### config.mk
export PLATFORM = sky130hd
export DESIGN_NAME = vga_timing_gen_flat
export DESIGN_NICKNAME = d
export VERILOG_FILES = /design/src/rtl/vga_timing_pkg.sv /design/src/rtl/vga_timing_gen_if.sv /design/src/rtl/vga_timing_gen.sv /design/src/flat_wrapper.sv
export SDC_FILE = /design/constraint.sdc
export NUM_CORES = 1
export LEC_CHECK = 0
export BUFFER_PORTS_ARGS = -buffer_cell sky130_fd_sc_hd__buf_4
export CORE_MARGIN = 4
export CORE_UTILIZATION = 50
export CTS_BUF_LIST = sky130_fd_sc_hd__clkbuf_4 sky130_fd_sc_hd__clkbuf_8 sky130_fd_sc_hd__clkbuf_16
export DETAILED_ROUTE_END_ITERATION = 8
export GPL_ROUTABILITY_DRIVEN = 0
export PLACE_DENSITY_LB_ADDON = 0.3
export SLEW_MARGIN = 20
export SYNTH_ARGS = -nofsm -noshare
export SYNTH_HDL_FRONTEND = slang
export SYNTH_SLANG_ARGS = --single-unit
### constraint.sdc
create_clock -name vga_clk -period 2.86 [get_ports vga_clk]
set_clock_uncertainty 0.15 [all_clocks]
set_input_delay 0.143 -clock vga_clk [delete_from_list [all_inputs] [get_ports vga_clk]]
set_output_delay 0.143 -clock vga_clk [all_outputs]
set_load 0.005 [all_outputs]
### src/rtl/vga_timing_pkg.sv
// Shared raster types and default 640x480 @ 60 Hz timing for the video pipeline.
package vga_timing_pkg;

  localparam int unsigned H_VISIBLE_DEF = 640;
  localparam int unsigned H_FRONT_DEF   = 16;
  localparam int unsigned H_SYNC_DEF    = 96;
  localparam int unsigned H_BACK_DEF    = 48;
  localparam int unsigned V_VISIBLE_DEF = 480;
  localparam int unsigned V_FRONT_DEF   = 10;
  localparam int unsigned V_SYNC_DEF    = 2;
  localparam int unsigned V_BACK_DEF    = 33;

  localparam int unsigned H_TOTAL_DEF =
      H_VISIBLE_DEF + H_FRONT_DEF + H_SYNC_DEF + H_BACK_DEF;
  localparam int unsigned V_TOTAL_DEF =
      V_VISIBLE_DEF + V_FRONT_DEF + V_SYNC_DEF + V_BACK_DEF;

  typedef logic [9:0] coord_t;

  typedef struct packed {
    coord_t x;
    coord_t y;
    logic   blank;
    logic   hs;
    logic   vs;
  } raster_t;

endpackage

### src/rtl/vga_timing_gen_if.sv
// Raster bundle from the timing generator (master) to renderers and encoders (slave).
interface vga_timing_gen_if;
  import vga_timing_pkg::*;

  coord_t     DrawX;
  coord_t     DrawY;
  logic       blank;
  logic       hsync;
  logic       vsync;
  logic       line_start;
  logic       frame_start;
  logic [7:0] frame_count;

  modport master (
    output DrawX, DrawY, blank, hsync, vsync, line_start, frame_start, frame_count
  );

  modport slave (
    input DrawX, DrawY, blank, hsync, vsync, line_start, frame_start, frame_count
  );

endinterface

### src/rtl/vga_timing_gen.sv
// Free-running VGA raster generator: pixel/line counters with registered sync/blank decode.
module vga_timing_gen
  import vga_timing_pkg::*;
#(
  parameter int unsigned H_VISIBLE   = H_VISIBLE_DEF,
  parameter int unsigned H_FRONT     = H_FRONT_DEF,
  parameter int unsigned H_SYNC      = H_SYNC_DEF,
  parameter int unsigned H_BACK      = H_BACK_DEF,
  parameter int unsigned V_VISIBLE   = V_VISIBLE_DEF,
  parameter int unsigned V_FRONT     = V_FRONT_DEF,
  parameter int unsigned V_SYNC      = V_SYNC_DEF,
  parameter int unsigned V_BACK      = V_BACK_DEF,
  parameter logic        SYNC_ACTIVE = 1'b0
) (
  input  logic              vga_clk,
  input  logic              reset,
  vga_timing_gen_if.master  vga
);

  localparam int unsigned H_TOTAL    = H_VISIBLE + H_FRONT + H_SYNC + H_BACK;
  localparam int unsigned V_TOTAL    = V_VISIBLE + V_FRONT + V_SYNC + V_BACK;
  localparam int unsigned HS_START   = H_VISIBLE + H_FRONT;
  localparam int unsigned HS_END     = HS_START + H_SYNC;
  localparam int unsigned VS_START   = V_VISIBLE + V_FRONT;
  localparam int unsigned VS_END     = VS_START + V_SYNC;

  if (H_VISIBLE == 0 || H_FRONT == 0 || H_SYNC == 0 || H_BACK == 0 ||
      V_VISIBLE == 0 || V_FRONT == 0 || V_SYNC == 0 || V_BACK == 0 ||
      H_TOTAL > 1024 || V_TOTAL > 1024) begin : g_param_check
    $error("vga_timing_gen: zero timing parameter or total above 1024");
  end

  raster_t    r_q, r_d;
  logic       line_start_q, line_start_d;
  logic       frame_start_q, frame_start_d;
  logic [7:0] frame_count_q, frame_count_d;

  // Decode uses the next-state counters so every flag lines up with the coordinates it describes.
  always_comb begin
    r_d           = r_q;
    frame_count_d = frame_count_q;
    r_d.x         = r_q.x + coord_t'(1);
    if (32'(r_q.x) == H_TOTAL - 1) begin
      r_d.x = '0;
      if (32'(r_q.y) == V_TOTAL - 1) begin
        r_d.y         = '0;
        frame_count_d = frame_count_q + 8'd1;
      end else begin
        r_d.y = r_q.y + coord_t'(1);
      end
    end

    r_d.blank = (32'(r_d.x) < H_VISIBLE) && (32'(r_d.y) < V_VISIBLE);
    r_d.hs    = (32'(r_d.x) >= HS_START && 32'(r_d.x) < HS_END) ? SYNC_ACTIVE : ~SYNC_ACTIVE;
    r_d.vs    = (32'(r_d.y) >= VS_START && 32'(r_d.y) < VS_END) ? SYNC_ACTIVE : ~SYNC_ACTIVE;
    line_start_d  = (r_d.x == '0);
    frame_start_d = (r_d.x == '0) && (r_d.y == '0);
  end

  always_ff @(posedge vga_clk) begin
    if (reset) begin
      r_q.x         <= '0;
      r_q.y         <= '0;
      r_q.blank     <= 1'b1;
      r_q.hs        <= ~SYNC_ACTIVE;
      r_q.vs        <= ~SYNC_ACTIVE;
      line_start_q  <= 1'b1;
      frame_start_q <= 1'b1;
      frame_count_q <= '0;
    end else begin
      r_q           <= r_d;
      line_start_q  <= line_start_d;
      frame_start_q <= frame_start_d;
      frame_count_q <= frame_count_d;
    end
  end

  assign vga.DrawX       = r_q.x;
  assign vga.DrawY       = r_q.y;
  assign vga.blank       = r_q.blank;
  assign vga.hsync       = r_q.hs;
  assign vga.vsync       = r_q.vs;
  assign vga.line_start  = line_start_q;
  assign vga.frame_start = frame_start_q;
  assign vga.frame_count = frame_count_q;

endmodule

### src/flat_wrapper.sv
// flat-port wrapper written by rule: the top's interface ports become plain ports
module vga_timing_gen_flat import vga_timing_pkg::*;
#(
  parameter int unsigned H_VISIBLE   = H_VISIBLE_DEF,
  parameter int unsigned H_FRONT     = H_FRONT_DEF,
  parameter int unsigned H_SYNC      = H_SYNC_DEF,
  parameter int unsigned H_BACK      = H_BACK_DEF,
  parameter int unsigned V_VISIBLE   = V_VISIBLE_DEF,
  parameter int unsigned V_FRONT     = V_FRONT_DEF,
  parameter int unsigned V_SYNC      = V_SYNC_DEF,
  parameter int unsigned V_BACK      = V_BACK_DEF,
  parameter logic        SYNC_ACTIVE = 1'b0
)
  (vga_clk, reset, vga_DrawX, vga_DrawY, vga_blank, vga_hsync, vga_vsync, vga_line_start, vga_frame_start, vga_frame_count);
  vga_timing_gen_if vga_i ();
  input  logic vga_clk;
  input  logic reset;
  output wire logic [$bits(vga_i.DrawX)-1:0] vga_DrawX;
  output wire logic [$bits(vga_i.DrawY)-1:0] vga_DrawY;
  output wire logic [$bits(vga_i.blank)-1:0] vga_blank;
  output wire logic [$bits(vga_i.hsync)-1:0] vga_hsync;
  output wire logic [$bits(vga_i.vsync)-1:0] vga_vsync;
  output wire logic [$bits(vga_i.line_start)-1:0] vga_line_start;
  output wire logic [$bits(vga_i.frame_start)-1:0] vga_frame_start;
  output wire logic [$bits(vga_i.frame_count)-1:0] vga_frame_count;
  assign vga_DrawX = vga_i.DrawX;
  assign vga_DrawY = vga_i.DrawY;
  assign vga_blank = vga_i.blank;
  assign vga_hsync = vga_i.hsync;
  assign vga_vsync = vga_i.vsync;
  assign vga_line_start = vga_i.line_start;
  assign vga_frame_start = vga_i.frame_start;
  assign vga_frame_count = vga_i.frame_count;
  vga_timing_gen #(.H_VISIBLE(H_VISIBLE), .H_FRONT(H_FRONT), .H_SYNC(H_SYNC), .H_BACK(H_BACK), .V_VISIBLE(V_VISIBLE), .V_FRONT(V_FRONT), .V_SYNC(V_SYNC), .V_BACK(V_BACK), .SYNC_ACTIVE(SYNC_ACTIVE)) u_core (.vga_clk(vga_clk), .reset(reset), .vga(vga_i));
endmodule
==> summary.txt, run 1 <==
outcome: finished clean
final setup vio count: 0
post-synthesis sequential area ratio: 0.359
maximum VDD drop: 0.199 mV
commonest non-fill, non-tap cell in the layout: buf_4
Initial Util: 0.535
largest net degree at the start of global routing: 33
RSZ-0062 raised after global routing: no
Worst R2R Setup Slack: 0.30 ns
H-tree Lvls: 2
M2 GR Usage: 0.297
ANT cells: 0
PwrDens: 368 nW/µm²
worst hold start: reset
Fill cells: 321
layout cells sized above 1: 0.210
Antenna Nets Post-Route: 0
setup tns final: 0 ns
worst hold path endpoint: u_core.vga.DrawY[8]
syn_area_per_cell: 8.25 µm²
Root Buffer: clkbuf_8
fin crit period: 2.56 ns
Top FF cell, synth: dfxtp_1
Static Leakage: 0.000829 µW
area occupied by multi-input gates: 1080 µm²
Site Rows: 21
CTS max path bufs: 2
Reg clk slew, reported paths: 0.06 ns
die height: 68.7 µm
GR peak layer: met2
asr flop ratio synth: 0
placed inst area: 2110 µm²
fin nets: 259
synth unique cells: 45
port bufs: 34
clock sink count: 33
Max Clock Freq: 391 MHz
# Max-Cap Violations: 0
required time of the critical path: 2.85 ns
Synth area leader: dfxtp_1
Seq. cell area: 661 µm²
Critical R2R Launch: u_core.vga.DrawX[0]
reg2reg end: u_core.vga.vsync
Mapped Cells: 223
postcts setup bufs: 0
Register-to-Register Path Depth: 7
die area: 4720 µm²
Synthesized Nets: 229
largest cells by area after synthesis: dfxtp_1 36%, xnor2_1 6.2%, nor2_1 5.7%
startpoint types: flip-flop
period utilization: 0.895
Clock Latency Late Sink: 0.28 ns
vias in the first global route: 1466
Yosys top cell area share: 0.359
Hold Buf Count CTS: 0
area grow syn2layout: 18.5%
Crit Path Max Fanout: 10
Max-Slew Margin vs Limit: 0.658
GRT Overall Usage: 0.191
Critical Path AT: 2.55 ns
grt total ovfl: 0
endpoints failing hold: 0
grt met3 use: 0.0600
Worst Tran Pin Value: 0.510 ns
WS Path Type: reg2reg
DRC Markers: 0
initial antenna violation count: 0
vias per cell: 5.67
most frequent cells in the layout: 39 x buf_4, 33 x dfxtp_1, 28 x nor2_1, 15 x nor3_1
first-pass GRT wire length: 6.80 mm
CTS Buf Count: 5
post-detail-place hpwl: 2.95 mm
I/O pin cnt: 35
CTS tree: built
met1 GRT Util: 0.249
final WL: 4.12 mm
Die Span X: 68.7 µm
Min-Delay Path Class: in2reg
PostCTS Resize Cnt: 0
FF+latch count, synth: 33
drt initial violations: 81
critical path capture point type: flip-flop
cell area after layout: 2180 µm²
final slew viol count: 0
WHS Path Cells: 2
synth warn: 0
DR vias: 1690
DR WL/cell: 13.8 µm
drt pass-1 iters: 4
Post-synth EDFFs: 0
Mapped Area: 1840 µm²
core footprint: 3440 µm²
where the power goes:
group          internal, µW  switching, µW
Clock                   159            148
Combinational          11.9           13.6
Sequential              465           5.15
Total                   636            166
metrics by stage:
step	power (µW)	worst slack, ns	hold WS, ns	cells	util
global placement	506	0.397	0.325	292	0.612
CTS	811	0.316	0.0963	298	0.634
floorplan	493	0.567	0.0699	223	-
detailed placement	506	0.334	0.340	292	0.612
finish	803	0.301	0.102	298	0.634
global route	840	0.0665	0.109	298	0.634
flip-flops by register name, indices dropped and copies added, names as in the netlist:
name,count
u_core.vga.blank,1
u_core.vga.frame_count,8
u_core.vga.line_start,1
u_core.vga.frame_start,1
u_core.vga.DrawX,10
u_core.vga.vsync,1
u_core.vga.DrawY,10
u_core.vga.hsync,1
how the worst max path moves through the flow:
stage                              startpoint          endpoint  slack, ns  cells after the start
after CTS                 u_core.vga.DrawX[0]  u_core.vga.blank       0.32                      7
final                     u_core.vga.DrawX[0]  u_core.vga.vsync       0.30                      7
after global routing      u_core.vga.DrawX[0]  u_core.vga.vsync       0.07                      7
after detailed placement  u_core.vga.DrawX[0]  u_core.vga.blank       0.33                      7
after global placement    u_core.vga.DrawX[0]  u_core.vga.blank       0.40                      7
after floorplan           u_core.vga.DrawX[0]  u_core.vga.blank       0.57                      8
synth_stat cells, types with 2 or more instances:
| cell type | count |
|---|---|
| mux2i_1 | 2 |
| a22o_1 | 2 |
| nor2b_1 | 3 |
| xnor2_1 | 13 |
| nor3_1 | 15 |
| nand2_1 | 11 |
| nand4_1 | 12 |
| clkbuf_1 | 8 |
| dfxtp_1 | 33 |
| a21oi_1 | 12 |
| inv_1 | 4 |
| o21ai_0 | 8 |
| nor3b_1 | 3 |
| and3_1 | 5 |
| buf_2 | 4 |
| o31ai_1 | 3 |
| nand3_1 | 13 |
| nor2_1 | 28 |
| or3_1 | 3 |
| or2_2 | 2 |
| buf_6 | 2 |
| nor4_1 | 3 |
| xor2_1 | 9 |
| ha_1 | 4 |
final cells by class:
| class | count | share of cell area |
|---|---|---|
| clock inverter | 1 | 0.00229 |
| sequential | 33 | 0.303 |
| multi-input combinational | 170 | 0.496 |
| inverter | 4 | 0.00688 |
| timing repair buffer | 39 | 0.134 |
| tap | 46 | 0.0264 |
| clock buffer | 5 | 0.0316 |
cells by family after synthesis:
| logic type | count (synthesis) | share of synthesized area |
|---|---|---|
| compound gates | 34 | 0.120 |
| flops | 33 | 0.359 |
| simple gates | 108 | 0.324 |
| buf+inv | 20 | 0.0537 |
| fa+ha+maj | 4 | 0.0272 |
| mux | 2 | 0.0109 |
| xor+xnor | 22 | 0.105 |
critical path: stages (launching register included):
cell and delay [ns]:
dfxtp_1 0.38, ha_1 0.29, nand4_4 0.17, or3_1 0.57, nor2_1 0.41, a32oi_1 0.16, o21ai_0 0.18, nand4_1 0.12
metal layers:
layer | part of all wire | wire [µm]
met1 | 0.46 | 1890
met2 | 0.46 | 1890
met3 | 0.072 | 296
met4 | 0.012 | 49
met5 | 0 | 0
Note: power is estimated with default switching activity, not from simulation.
==> inputs of run 2 (changes only) <==
--- a/config.mk
+++ b/config.mk
@@ -6,12 +6,14 @@
 export NUM_CORES = 1
 export LEC_CHECK = 0
 export BUFFER_PORTS_ARGS = -buffer_cell sky130_fd_sc_hd__buf_4
+export CORE_ASPECT_RATIO = 1.2
 export CORE_MARGIN = 4
 export CORE_UTILIZATION = 50
-export CTS_BUF_LIST = sky130_fd_sc_hd__clkbuf_4 sky130_fd_sc_hd__clkbuf_8 sky130_fd_sc_hd__clkbuf_16
+export CTS_BUF_LIST = sky130_fd_sc_hd__clkbuf_8
 export DETAILED_ROUTE_END_ITERATION = 8
 export GPL_ROUTABILITY_DRIVEN = 0
 export PLACE_DENSITY_LB_ADDON = 0.3
+export SETUP_SLACK_MARGIN = 0.1
 export SLEW_MARGIN = 20
 export SYNTH_ARGS = -nofsm -noshare
 export SYNTH_HDL_FRONTEND = slang
==> summary.txt, run 2 (synthesized netlist as in run 1, its figures left out) <==
outcome: finished clean
DRC Markers: 0 (unchanged)
port bufs: 34 (unchanged)
DR vias: 1741 (+3.0%)
vias per cell: 5.94 (+4.8%)
drt initial violations: 95 (+17%)
final slew viol count: 0 (unchanged)
WHS Path Cells: 2 (unchanged)
post-place setup slack: 0.311 ns (-0.0226 ns)
endpoints failing hold: 0 (unchanged)
setup tns final: 0 ns (unchanged)
drt pass-1 iters: 4 (unchanged)
ANT cells: 0 (unchanged)
first-pass GRT wire length: 7.16 mm (+5.2%)
RSZ-0062 raised after global routing: no
DR WL/cell: 14.6 µm (+5.4%)
WS Path Type: reg2reg
worst hold start: reset
post-detail-place hpwl: 3.02 mm (+2.6%)
critical path capture point type: flip-flop
core footprint: 3450 µm² (+0.33%)
H-tree Lvls: 2 (unchanged)
Root Buffer: clkbuf_8
die height: 74.5 µm (+8.4%)
Die Span X: 63.4 µm (-7.7%)
Design Power: 941 µW (+17%)
die area: 4720 µm² (about the same)
Static Leakage: 0.000862 µW (+4.1%)
final WL: 4.27 mm (+3.6%)
Crit Path Max Fanout: 10 (unchanged)
GRT Overall Usage: 0.191 (+0.000572)
clock sink count: 33 (unchanged)
postcts setup bufs: 0 (unchanged)
# Max-Cap Violations: 0 (unchanged)
area grow syn2layout: 21.0%
required time of the critical path: 2.88 ns (+0.03 ns)
Crit. path cell count: 7 (unchanged)
grt total ovfl: 0 (unchanged)
period utilization: 0.903 (+0.00858)
reg2reg end: u_core.vga.blank
Critical Path AT: 2.61 ns (+0.06 ns)
PwrDens: 423 nW/µm² (+15%)
Min-Delay Path Class: in2reg
fin cells: 293 (-1.7%)
fin worst setup slack: 0.277 ns (-0.0245 ns)
I/O pin cnt: 35 (unchanged)
layout cells sized above 1: 0.219 (+0.00843)
maximum VDD drop: 0.350 mV (+76%)
Hold Buf Count CTS: 0 (unchanged)
Initial Util: 0.533 (-0.00174)
Reg clk slew, reported paths: 0.07 ns (about the same)
slowest CP cell: or3_1
CTS tree: built
worst path cell trace: ha_1 > nand4_4 > or3_1 > nor2_1 > a22o_1 > a21oi_1 > o22a_1
CTS Buf Count: 5 (unchanged)
initial antenna violation count: 0 (unchanged)
startpoint types: flip-flop
Worst Path Buf+Inv: 0 (unchanged)
CP top delay family: simple AND/OR/NAND/NOR gates
CTS max path bufs: 2 (unchanged)
fin nets: 261 (+0.77%)
Clock Latency Late Sink: 0.28 ns (about the same)
final hold slack: 0.0878 ns (-0.0146 ns)
Worst Tran Pin Value: 0.435 ns (-0.0749 ns)
commonest non-fill, non-tap cell in the layout: buf_4
Max Clock Freq: 387 MHz (-0.95%)
Post-Place Cells: 285 (-2.4%)
worst hold path endpoint: u_core.vga.DrawY[8]
PostCTS Resize Cnt: 0 (unchanged)
fin crit period: 2.58 ns (+0.0245 ns)
crit-path max cell delay: 0.56 ns (about the same)
Register-to-Register Path Depth: 7 (unchanged)
Worst R2R Setup Slack: 0.28 ns (-0.02 ns)
final setup vio count: 0 (unchanged)
vias in the first global route: 1529 (+4.3%)
Antenna Nets Post-Route: 0 (unchanged)
Site Rows: 23 (+9.5%)
largest net degree at the start of global routing: 33 (unchanged)
Max-Slew Margin vs Limit: 0.710 (+0.0521)
most frequent cells in the layout: 41 x buf_4, 33 x dfxtp_1, 28 x nor2_1, 15 x nor3_1
Critical R2R Launch: u_core.vga.DrawX[0]
## run 2: power by group
part | internal, µW | switching [µW]
clock | 280 | 166
combinational | 11.7 | 12.9
sequential | 465 | 5.88
## run 2: cell type report
class                   instances  area [µm²]
clock buffers                   6        82.6
clock inverters                 2        33.8
fillers                       316        1230
inverters                       4        15.0
multi-input cells             170        1080
flip-flops and latches         33         661
well taps                      37        46.3
repair buffers                 41         308
## run 2: per-stage QoR
stage,util,cell area [µm²]
after floorplan,-,1840
after global routing,0.645,2230
final,0.645,2230
after global placement,0.611,2110
after CTS,0.645,2230
after detailed placement,0.611,2110
## run 2: worst max-delay path by stage
stage / start / endpoint / slack, ns
detailed placement: u_core.vga.DrawX[0] / u_core.vga.blank / 0.31
floorplan: u_core.vga.DrawX[0] / u_core.vga.blank / 0.57
finish: u_core.vga.DrawX[0] / u_core.vga.blank / 0.28
global route: u_core.vga.DrawX[0] / u_core.vga.blank / 0.14
CTS: u_core.vga.DrawX[0] / u_core.vga.blank / 0.29
global placement: u_core.vga.DrawX[0] / u_core.vga.blank / 0.41
## run 2: per-layer routing
| layer | wire [µm] | track usage | up-vias |
|---|---|---|---|
| li1 | - | - | 863 |
| met1 | 1930 | 0.237 | 831 |
| met2 | 2080 | 0.327 | 40 |
| met3 | 206 | 0.0423 | 7 |
| met4 | 57 | 0.0719 | 0 |
| met5 | 0 | 0 | - |
